[src/rtl/object_placer_pkg.sv]
// +----------------------------------------------------------------------------+
// | Module   : object_placer_pkg                                               |
// | Purpose  : Arena geometry, LFSR constants and placer state encoding.       |
// | Revision : 1.0 - initial release                                           |
// +----------------------------------------------------------------------------+
`default_nettype none

package object_placer_pkg;

  localparam int X_BITS      = 8;
  localparam int Y_BITS      = 8;
  localparam int ARENA_X_MAX = 255;
  localparam int ARENA_Y_MAX = 255;
  localparam int EDGE_MARGIN = 4;

  localparam logic [15:0] LFSR_MASK         = 16'hB400;
  localparam logic [15:0] LFSR_DEFAULT_SEED = 16'hACE1;

  typedef enum logic [2:0] {
    IDLE   = 3'd0,
    GEN    = 3'd1,
    CHECK  = 3'd2,
    COMMIT = 3'd3,
    DONE   = 3'd4,
    FAIL   = 3'd5
  } placer_state_t;

  // Right-shifting Galois step: the bit shifted out feeds back through the mask.
  function automatic logic [15:0] lfsr_next(input logic [15:0] v);
    return {1'b0, v[15:1]} ^ (v[0] ? LFSR_MASK : 16'h0000);
  endfunction

endpackage

`default_nettype wire

[src/rtl/object_placer_lfsr16.sv]
// +----------------------------------------------------------------------------+
// | Module   : lfsr16                                                          |
// | Purpose  : 16-bit Galois LFSR with seed load; a zero seed is substituted.  |
// | Revision : 1.0 - initial release                                           |
// +----------------------------------------------------------------------------+
`default_nettype none

module lfsr16
  import object_placer_pkg::*;
(
  input  logic        setup_clk,
  input  logic        RESET,
  input  logic        load,
  input  logic [15:0] seed,
  input  logic        step,
  output logic [15:0] q
);

  logic [15:0] r_q;

  always_ff @(posedge setup_clk) begin
    if (RESET) begin
      r_q <= LFSR_DEFAULT_SEED;
    end else if (load) begin
      // The all-zero state would lock up the register forever.
      r_q <= (seed == 16'h0000) ? LFSR_DEFAULT_SEED : seed;
    end else if (step) begin
      r_q <= lfsr_next(r_q);
    end
  end

  assign q = r_q;

endmodule

`default_nettype wire

[src/rtl/register.sv]
// +----------------------------------------------------------------------------+
// | Module   : register                                                        |
// | Purpose  : Generic enabled register with synchronous clear.                |
// | Revision : 1.0 - initial release                                           |
// +----------------------------------------------------------------------------+
`default_nettype none

module register #(
  parameter int WIDTH = 8
) (
  input  logic             clk,
  input  logic             rst,
  input  logic             i_en,
  input  logic [WIDTH-1:0] i_d,
  output logic [WIDTH-1:0] o_q
);

  logic [WIDTH-1:0] r_q;

  always_ff @(posedge clk) begin
    if (rst) begin
      r_q <= '0;
    end else if (i_en) begin
      r_q <= i_d;
    end
  end

  assign o_q = r_q;

endmodule

`default_nettype wire

[src/rtl/object_placer.sv]
// +----------------------------------------------------------------------------+
// | Module   : object_placer                                                   |
// | Purpose  : Setup-phase random placement of N_OBJ static objects.           |
// | Options  : PLACER_RETRY_LIMIT_EN enables the per-object retry limit/FAIL.  |
// | Revision : 1.0 - initial release                                           |
// +----------------------------------------------------------------------------+
`default_nettype none

module object_placer
  import object_placer_pkg::*;
#(
  parameter int N_OBJ = 4
`ifdef PLACER_RETRY_LIMIT_EN
  , parameter int MAX_TRIES = 15
`endif
) (
  input  logic              setup_clk,
  input  logic              RESET,
  input  logic              start,
  input  logic [15:0]       seed,
  input  logic              collision,
  output logic              SETUP_PHASE,
  output logic [N_OBJ-1:0]  SET,
  output logic [X_BITS-1:0] place_x,
  output logic [Y_BITS-1:0] place_y,
  output logic [X_BITS-1:0] collide_x,
  output logic [Y_BITS-1:0] collide_y,
  output logic [N_OBJ-1:0]  placed,
  output logic              done,
  output logic              fail
);

  localparam int c_IDX_W = (N_OBJ > 1) ? $clog2(N_OBJ) : 1;

  localparam logic [X_BITS-1:0] c_x_lo = X_BITS'(EDGE_MARGIN);
  localparam logic [X_BITS-1:0] c_x_hi = X_BITS'(ARENA_X_MAX - EDGE_MARGIN);
  localparam logic [Y_BITS-1:0] c_y_lo = Y_BITS'(EDGE_MARGIN);
  localparam logic [Y_BITS-1:0] c_y_hi = Y_BITS'(ARENA_Y_MAX - EDGE_MARGIN);

  placer_state_t      r_state;
  placer_state_t      w_next_state;
  logic [c_IDX_W-1:0] r_idx;
  logic [N_OBJ-1:0]   r_placed;
  logic               r_done;

  logic [15:0]        w_lfsr_q;
  logic [15:0]        w_lfsr_step;
  logic [X_BITS-1:0]  w_next_x;
  logic [Y_BITS-1:0]  w_next_y;
  logic [X_BITS-1:0]  r_cand_x;
  logic [Y_BITS-1:0]  r_cand_y;

  logic w_load;
  logic w_gen;
  logic w_oob;
  logic w_reject;
  logic w_last;
  logic w_limit;

  assign w_load = (r_state == IDLE) && start;
  assign w_gen  = (r_state == GEN);

  lfsr16 u_lfsr (
    .setup_clk (setup_clk),
    .RESET     (RESET),
    .load      (w_load),
    .seed      (seed),
    .step      (w_gen),
    .q         (w_lfsr_q)
  );

  // The candidate is taken from the value the LFSR steps to in GEN.
  assign w_lfsr_step = lfsr_next(w_lfsr_q);
  assign w_next_x    = w_lfsr_step[X_BITS-1:0];
  assign w_next_y    = w_lfsr_step[15 -: Y_BITS];

  register #(.WIDTH(X_BITS)) u_cand_x (
    .clk  (setup_clk),
    .rst  (RESET),
    .i_en (w_gen),
    .i_d  (w_next_x),
    .o_q  (r_cand_x)
  );

  register #(.WIDTH(Y_BITS)) u_cand_y (
    .clk  (setup_clk),
    .rst  (RESET),
    .i_en (w_gen),
    .i_d  (w_next_y),
    .o_q  (r_cand_y)
  );

  assign w_oob    = (r_cand_x < c_x_lo) || (r_cand_x > c_x_hi) ||
                    (r_cand_y < c_y_lo) || (r_cand_y > c_y_hi);
  assign w_reject = collision || w_oob;
  assign w_last   = (r_idx == c_IDX_W'(N_OBJ - 1));

`ifdef PLACER_RETRY_LIMIT_EN
  localparam int c_TRY_W = $clog2(MAX_TRIES + 1);

  logic [c_TRY_W-1:0] r_tries;
  logic               r_fail;

  assign w_limit = (r_tries == c_TRY_W'(MAX_TRIES - 1));

  always_ff @(posedge setup_clk) begin
    if (RESET) begin
      r_tries <= '0;
      r_fail  <= 1'b0;
    end else if (w_load) begin
      r_tries <= '0;
      r_fail  <= 1'b0;
    end else if (r_state == COMMIT) begin
      r_tries <= '0;
    end else if ((r_state == CHECK) && w_reject) begin
      if (w_limit) begin
        r_fail <= 1'b1;
      end
      if (r_tries != c_TRY_W'(MAX_TRIES)) begin
        r_tries <= r_tries + c_TRY_W'(1);
      end
    end
  end

  assign fail = r_fail;
`else
  assign w_limit = 1'b0;
  assign fail    = 1'b0;
`endif

  always_comb begin
    w_next_state = r_state;
    case (r_state)
      IDLE:    if (start) w_next_state = GEN;
      GEN:     w_next_state = CHECK;
      CHECK: begin
        if (w_reject) begin
          w_next_state = w_limit ? FAIL : GEN;
        end else begin
          w_next_state = COMMIT;
        end
      end
      COMMIT:  w_next_state = w_last ? DONE : GEN;
      DONE:    w_next_state = IDLE;
      FAIL:    w_next_state = IDLE;
      default: w_next_state = IDLE;
    endcase
  end

  always_ff @(posedge setup_clk) begin
    if (RESET) begin
      r_state  <= IDLE;
      r_idx    <= '0;
      r_placed <= '0;
      r_done   <= 1'b0;
    end else begin
      r_state <= w_next_state;
      if (w_load) begin
        r_idx    <= '0;
        r_placed <= '0;
        r_done   <= 1'b0;
      end else if (r_state == COMMIT) begin
        r_placed[r_idx] <= 1'b1;
        if (w_last) begin
          r_done <= 1'b1;
        end else begin
          r_idx <= r_idx + c_IDX_W'(1);
        end
      end
    end
  end

  generate
    for (genvar k = 0; k < N_OBJ; k++) begin : g_set
      assign SET[k] = (r_state == COMMIT) && (r_idx == c_IDX_W'(k));
    end
  endgenerate

  assign SETUP_PHASE = (r_state == GEN) || (r_state == CHECK) || (r_state == COMMIT);
  assign place_x     = r_cand_x;
  assign place_y     = r_cand_y;
  assign collide_x   = r_cand_x;
  assign collide_y   = r_cand_y;
  assign placed      = r_placed;
  assign done        = r_done;

endmodule

`default_nettype wire

[config.mk]
export PLATFORM = sky130hd
export DESIGN_NAME = object_placer
export DESIGN_NICKNAME = d
export VERILOG_FILES = /design/src/rtl/object_placer_pkg.sv /design/src/rtl/object_placer_lfsr16.sv /design/src/rtl/register.sv /design/src/rtl/object_placer.sv
export SDC_FILE = /design/constraint.sdc
export NUM_CORES = 1
export LEC_CHECK = 0
export ABC_AREA = 0
export CAP_MARGIN = 25
export CORE_ASPECT_RATIO = 0.5
export CORE_MARGIN = 2
export CORE_UTILIZATION = 46
export CTS_CLUSTER_SIZE = 40
export DETAILED_ROUTE_END_ITERATION = 8
export HOLD_SLACK_MARGIN = 0.12
export PLACE_DENSITY_LB_ADDON = 0.12
export SLEW_MARGIN = 40
export SYNTH_ARGS = -nofsm -noshare
export SYNTH_HDL_FRONTEND = slang
export SYNTH_SLANG_ARGS = --single-unit
[constraint.sdc]
create_clock -name setup_clk -period 1.85 [get_ports setup_clk]
set_input_delay 0.37 -clock setup_clk [delete_from_list [all_inputs] [get_ports setup_clk]]
set_output_delay 0.37 -clock setup_clk [all_outputs]
set_load 0.03 [all_outputs]
; Word-level counts from Yosys, hierarchy flattened
; Index checks and enable logic that the tools add are counted.
; W data, S select, Z words.
[totals]
register_bits = 42
latchBits = 0
ram_bits = 0
romBits = 0
input_bits = 20
output_inout_bits = 43
elab_cells = 53
memories = 0
[op_classes]
n_addsub = 1
mul = 0
div_mod_pow = 0
n_lt_le_gt_ge = 6
n_eq_ne = 7
shifts = 0
n_mux = 10
n_bitwise = 3
n_reduce_logical = 19
[ops]
columns = cell, count
row1 = $mux W16, 4
row2 = $gt A8 B8 Y1 const B, 2
row3 = $logic_not A16 Y1, 1
row4 = $lt A8 B3 Y1 const B, 2
row5 = $xor A15 B16 Y16, 1
row6 = $pmux W3 S4, 1
row7 = $eq A3 B2 Y1 const B, 2
row8 = $logic_and A1 B1 Y1, 6
row9 = $logic_or A1 B1 Y1, 6
row10 = $mux W3, 2
row11 = $eq A2 B2 Y1 const B, 2
row12 = $or A4 B4 Y4, 1
row13 = $reduce_and A2 Y1, 2
row14 = $eq A3 B1 Y1 const B, 1
row15 = $logic_not A3 Y1, 1
row16 = $lt A2 B3 Y1 const B, 1
row17 = $add A2 B1 Y2 const B, 1
row18 = $demux W1 S2, 1
row19 = $eq A2 B1 Y1 const B, 1
row20 = $ge A2 B1 Y1 const B, 1
row21 = $logic_not A2 Y1, 1
row22 = $mux W2, 1
row23 = $ne A2 B2 Y1 const B, 1
row24 = $reduce_bool A2 Y1, 1
row25 = 3 further kinds, 3

; Logic depth before layout (Yosys ltp)
; Gate-level depths: netlist of run 1.
[logic_depth]
ltp_word = 7
mapped_depth = 7
depth_no_buf = 5

; By module
; From an unflattened synthesis of run 1, not the netlist that was laid out.
[hier_totals]
cells_unflattened = 224
area_unflattened_um2 = 2135.8
[by_module_without_submodules]
columns = mod, n_inst, cells_per_inst, area_per_inst_um2, seq_area_each_um2
row1 = lfsr16, 1, 88, 875.8, 320.3
row2 = object_placer, 1, 84, 689.4, 200.2
row3 = register, 2, 26, 285.3, 160.2

; Worst setup path after synthesis of run 1
; No wires, ideal clock.
[synth_timing]
path_kind = input to register
startpoint = input seed[10]
endpoint = register u_lfsr.r_q[14], in the netlist u_lfsr.q[14]
setup_ns = 0.114
arrival_ns = 1.319
required_time_ns = 1.736
path_slack_ns = 0.417
path_stages = 5
n_path_buf = 1
cell_sequence = nor4_1 > and4_1 > clkbuf_1 > nor3b_4 > a21o_1
[synth_via]
elab_chain_len = 3
[synth_lines]
columns = element, line_no
row1 = start: declaration, object_placer.sv:20  ; input logic [15:0] seed,
row2 = $logic_not A16 Y1, object_placer_lfsr16.sv:26  ; r_q <= (seed == 16'h0000) ? LFSR_DEFAULT_SEED : seed;
row3 = $mux W16, object_placer_lfsr16.sv:26
row4 = $mux W16, object_placer_lfsr16.sv:24  ; end else if (load) begin
row5 = end signal: assignment, object_placer_lfsr16.sv:26
row6 = end signal: assignment, object_placer_lfsr16.sv:28  ; r_q <= lfsr_next(r_q);
row7 = end: declaration, object_placer_lfsr16.sv:19  ; logic [15:0] r_q;
; No other way between the ends.
; A chain may end at the register's enable or synchronous reset.

; Final worst setup path of run 1
[layout_timing]
startpoint = register u_cand_x.r_q[2], in the netlist u_cand_x.o_q[2]
endpoint = output collide_x[2]
[layout_lines]
columns = element, line_no
row1 = start: declaration, register.sv:18  ; logic [WIDTH-1:0] r_q;
row2 = start signal: assignment, register.sv:24  ; r_q <= i_d;
row3 = end: declaration, object_placer.sv:26  ; output logic [X_BITS-1:0] collide_x,
; No word-level cell between the ends.

==> results of run 1 <==
[cell type report]
type	instances	area (sq um)	share of cell area, %
sequential	42	845	32.1
clock inverter	3	43.8	1.67
tap	54	67.6	2.57
timing repair buffer	70	689	26.2
clock buffer	5	68.8	2.62
inverter	2	7.51	0.286
multi-input combinational	154	906	34.5
[where the power goes]
part,switching (W),internal (W)
clock network,0.000326,0.000404
logic,0.000305,0.000249
registers,0.0000741,0.000980
[metrics by stage]
stage	util (%)	power [W]	setup slack, ns	setup TNS (ns)
floorplan	-	0.00145	0.417	0
global placement	62.5	0.00162	-0.0120	-0.0900
detailed placement	62.5	0.00163	-0.0615	-0.558
CTS	65.3	0.00236	0.0249	0
global route	65.6	0.00246	-0.00324	-0.00324
finish	65.6	0.00234	0.0741	0
[synthesized netlist by cell type (all sizes together) (2+ instances only)]
cell	instances	area, sq um
a21oi	20	104
a221oi	6	52.6
a211oi	4	40.0
xnor2	4	35.0
nor3b	2	37.5
and2	4	25.0
nor4b	2	23.8
a21o	7	52.6
o21ai	11	55.1
nand2	44	173
nor2b	2	12.5
nand4	3	18.8
dfxtp	42	841
buf	25	194
inv	2	7.51
nor4	7	43.8
nor2	22	90.1
clkbuf	6	22.5
ha	4	50.1
[final timing paths]
| path | from | end | slack, ns | depth (start not counted) |
|---|---|---|---|---|
| hold reg to reg | placed[3]$_SDFFE_PP0P_ | placed[3]$_SDFFE_PP0P_ | 0.47 | 2 |
| setup / recovery | u_cand_x.o_q[2]$_SDFFE_PP0P_ | collide_x[2] | 0.07 | 1 |
| setup reg to reg | r_state[0]$_SDFFE_PP0P_ | u_cand_x.o_q[0]$_SDFFE_PP0P_ | 0.32 | 4 |
| hold / removal | placed[3]$_SDFFE_PP0P_ | placed[3]$_SDFFE_PP0P_ | 0.47 | 2 |
[repair_timing]
| item | in CTS | in global routing |
|---|---|---|
| setup buffers | 0 | 0 |
| hold endpoints to repair | 0 | 0 |
| resized for setup | 2 | 6 |
| hold buffers | 0 | 0 |
| endpoints found under the setup margin | 2 | 8 |
[logic make-up after synthesis]
logic type      share of synthesized area [%]
compound gates                           16.3
xor+xnor                                 1.78
fa+ha+maj                                2.54
buf+inv                                  11.4
flops                                    42.7
mux                                     0.508
other cells                             0.190
simple gates                             24.6
[flip-flops by register name, indices dropped and copies added, names as in the netlist]
name and flops:
u_cand_x.o_q 8, placed 4, u_cand_y.o_q 8, r_idx 2, u_lfsr.q 16, r_state 3
done 1
[routing by layer]
metal	global-route usage, %	share of wire (%)	vias up
met5	0	0	-
met4	5.63	0.11	0
met3	8.26	11	2
met1	27.1	46	779
met2	27.1	43	73
li1	-	-	856
==> flow_metrics.tcl, run 1 <==
set metrics [dict create \
    vias 1710 \
    grt_pass1_wl_mm 7.02 \
    path_clk_slew_ns 0.08 \
    critPathMaxFanout 5 \
    hold_class "register to register" \
    layout_common_cells "clkdlybuf4s50_1, nand2_1, dfxtp_1, nor2_1, a21oi_1" \
    cts_tree "built" \
    cts-root-buf "clkbuf_8" \
    grt_pass1_vias 1483 \
    skew_ns 0.00811 \
    firstDrtPassIters 4 \
    outcome "completed" \
    synth-edff-count 0 \
    cp-start-kind "register" \
    fin_nets 299 \
    die_area_sq_um 4860 \
    power_per_cell_area_nw_per_um2 890 \
    fin_cells 330 \
    slew_headroom_pct 63.7 \
    ys_types 38 \
    synth-seq-cells 42 \
    grt_max_degree 25 \
    peakVddDrop_uv 513 \
    syn-num-nets 253 \
    clockBufferDepth 2 \
    drtIter0Drc 88 \
    yosysSeqAreaShare_pct 42.7 \
    grt_usage_pct 19.4 \
    worst_pin_slew_ns 0.545 \
    drv_slew 0 \
    hpwl_mm 3.33 \
    routabilityCongestion 0.831 \
    die_y_um 50.3 \
    final_common_cell "clkdlybuf4s50_1" \
    fillers 365 \
    hold_violations 0 \
    cp_cell_sequence "clkdlybuf4s50_1" \
    path_class "register to output port" \
    area_growth_pct 33.3 \
    wirelength_mm 4.42 \
    fmax_mhz 563 \
    antenna-diode-count 0 \
    synth_top_flop_cell "dfxtp_1" \
    ys_async_sr_fraction_pct 0 \
    start_util_pct 49.2 \
    synth_area_sq_um 1970 \
    crit_path_max_incr_delay_ns 0.70 \
    wl_per_cell_um 13.4 \
    setup_violations 0 \
    grt_antenna_before_repair 0 \
    crit_slowest_cell "clkdlybuf4s50_1" \
    ant_nets 0 \
    stdcell_area_sq_um 2630 \
    cts-buffers-inserted 5 \
    min_period_ns 1.78 \
    via_per_inst 5.18 \
    max_cap_viol_count 0 \
    worstPathArrival_ns 1.41 \
    path_delay_family "buffers and inverters" \
    drc_errors 0 \
    ys_warn_count 0 \
    die_w_um 96.6 \
    p_leak_nw 1.07 \
    critPathBufInv 1 \
    place_area_sq_um 2500 \
    insertion_delay_ns 0.30 \
    overflow 0 \
    syn_inst 229 \
    place_inst 322 \
    io-pin-count 63 \
    cts_sinks 42 \
    rows 16 \
    drive_gt1_share_pct 12.0 \
    period_share_pct 96.0 \
    io_buffer_count 61 \
    syn_avg_cell_area_sq_um 8.61 \
    cp.required_ns 1.48 \
    endpoint_kind "output port" \
    fin_hold_ws_ns 0.470 \
    cts_max_level 2 \
    fp.coreArea_sq_um 4000 \
]
Note: power is estimated with default switching activity, not from simulation.
==> run 2: changes to the inputs <==
--- a/config.mk
+++ b/config.mk
@@ -14,7 +14,6 @@
 export DETAILED_ROUTE_END_ITERATION = 8
 export HOLD_SLACK_MARGIN = 0.12
 export PLACE_DENSITY_LB_ADDON = 0.12
-export SLEW_MARGIN = 40
 export SYNTH_ARGS = -nofsm -noshare
 export SYNTH_HDL_FRONTEND = slang
 export SYNTH_SLANG_ARGS = --single-unit
==> results of run 2 <==
No change in the layout: final DEF, timing and power equal those of run 1.
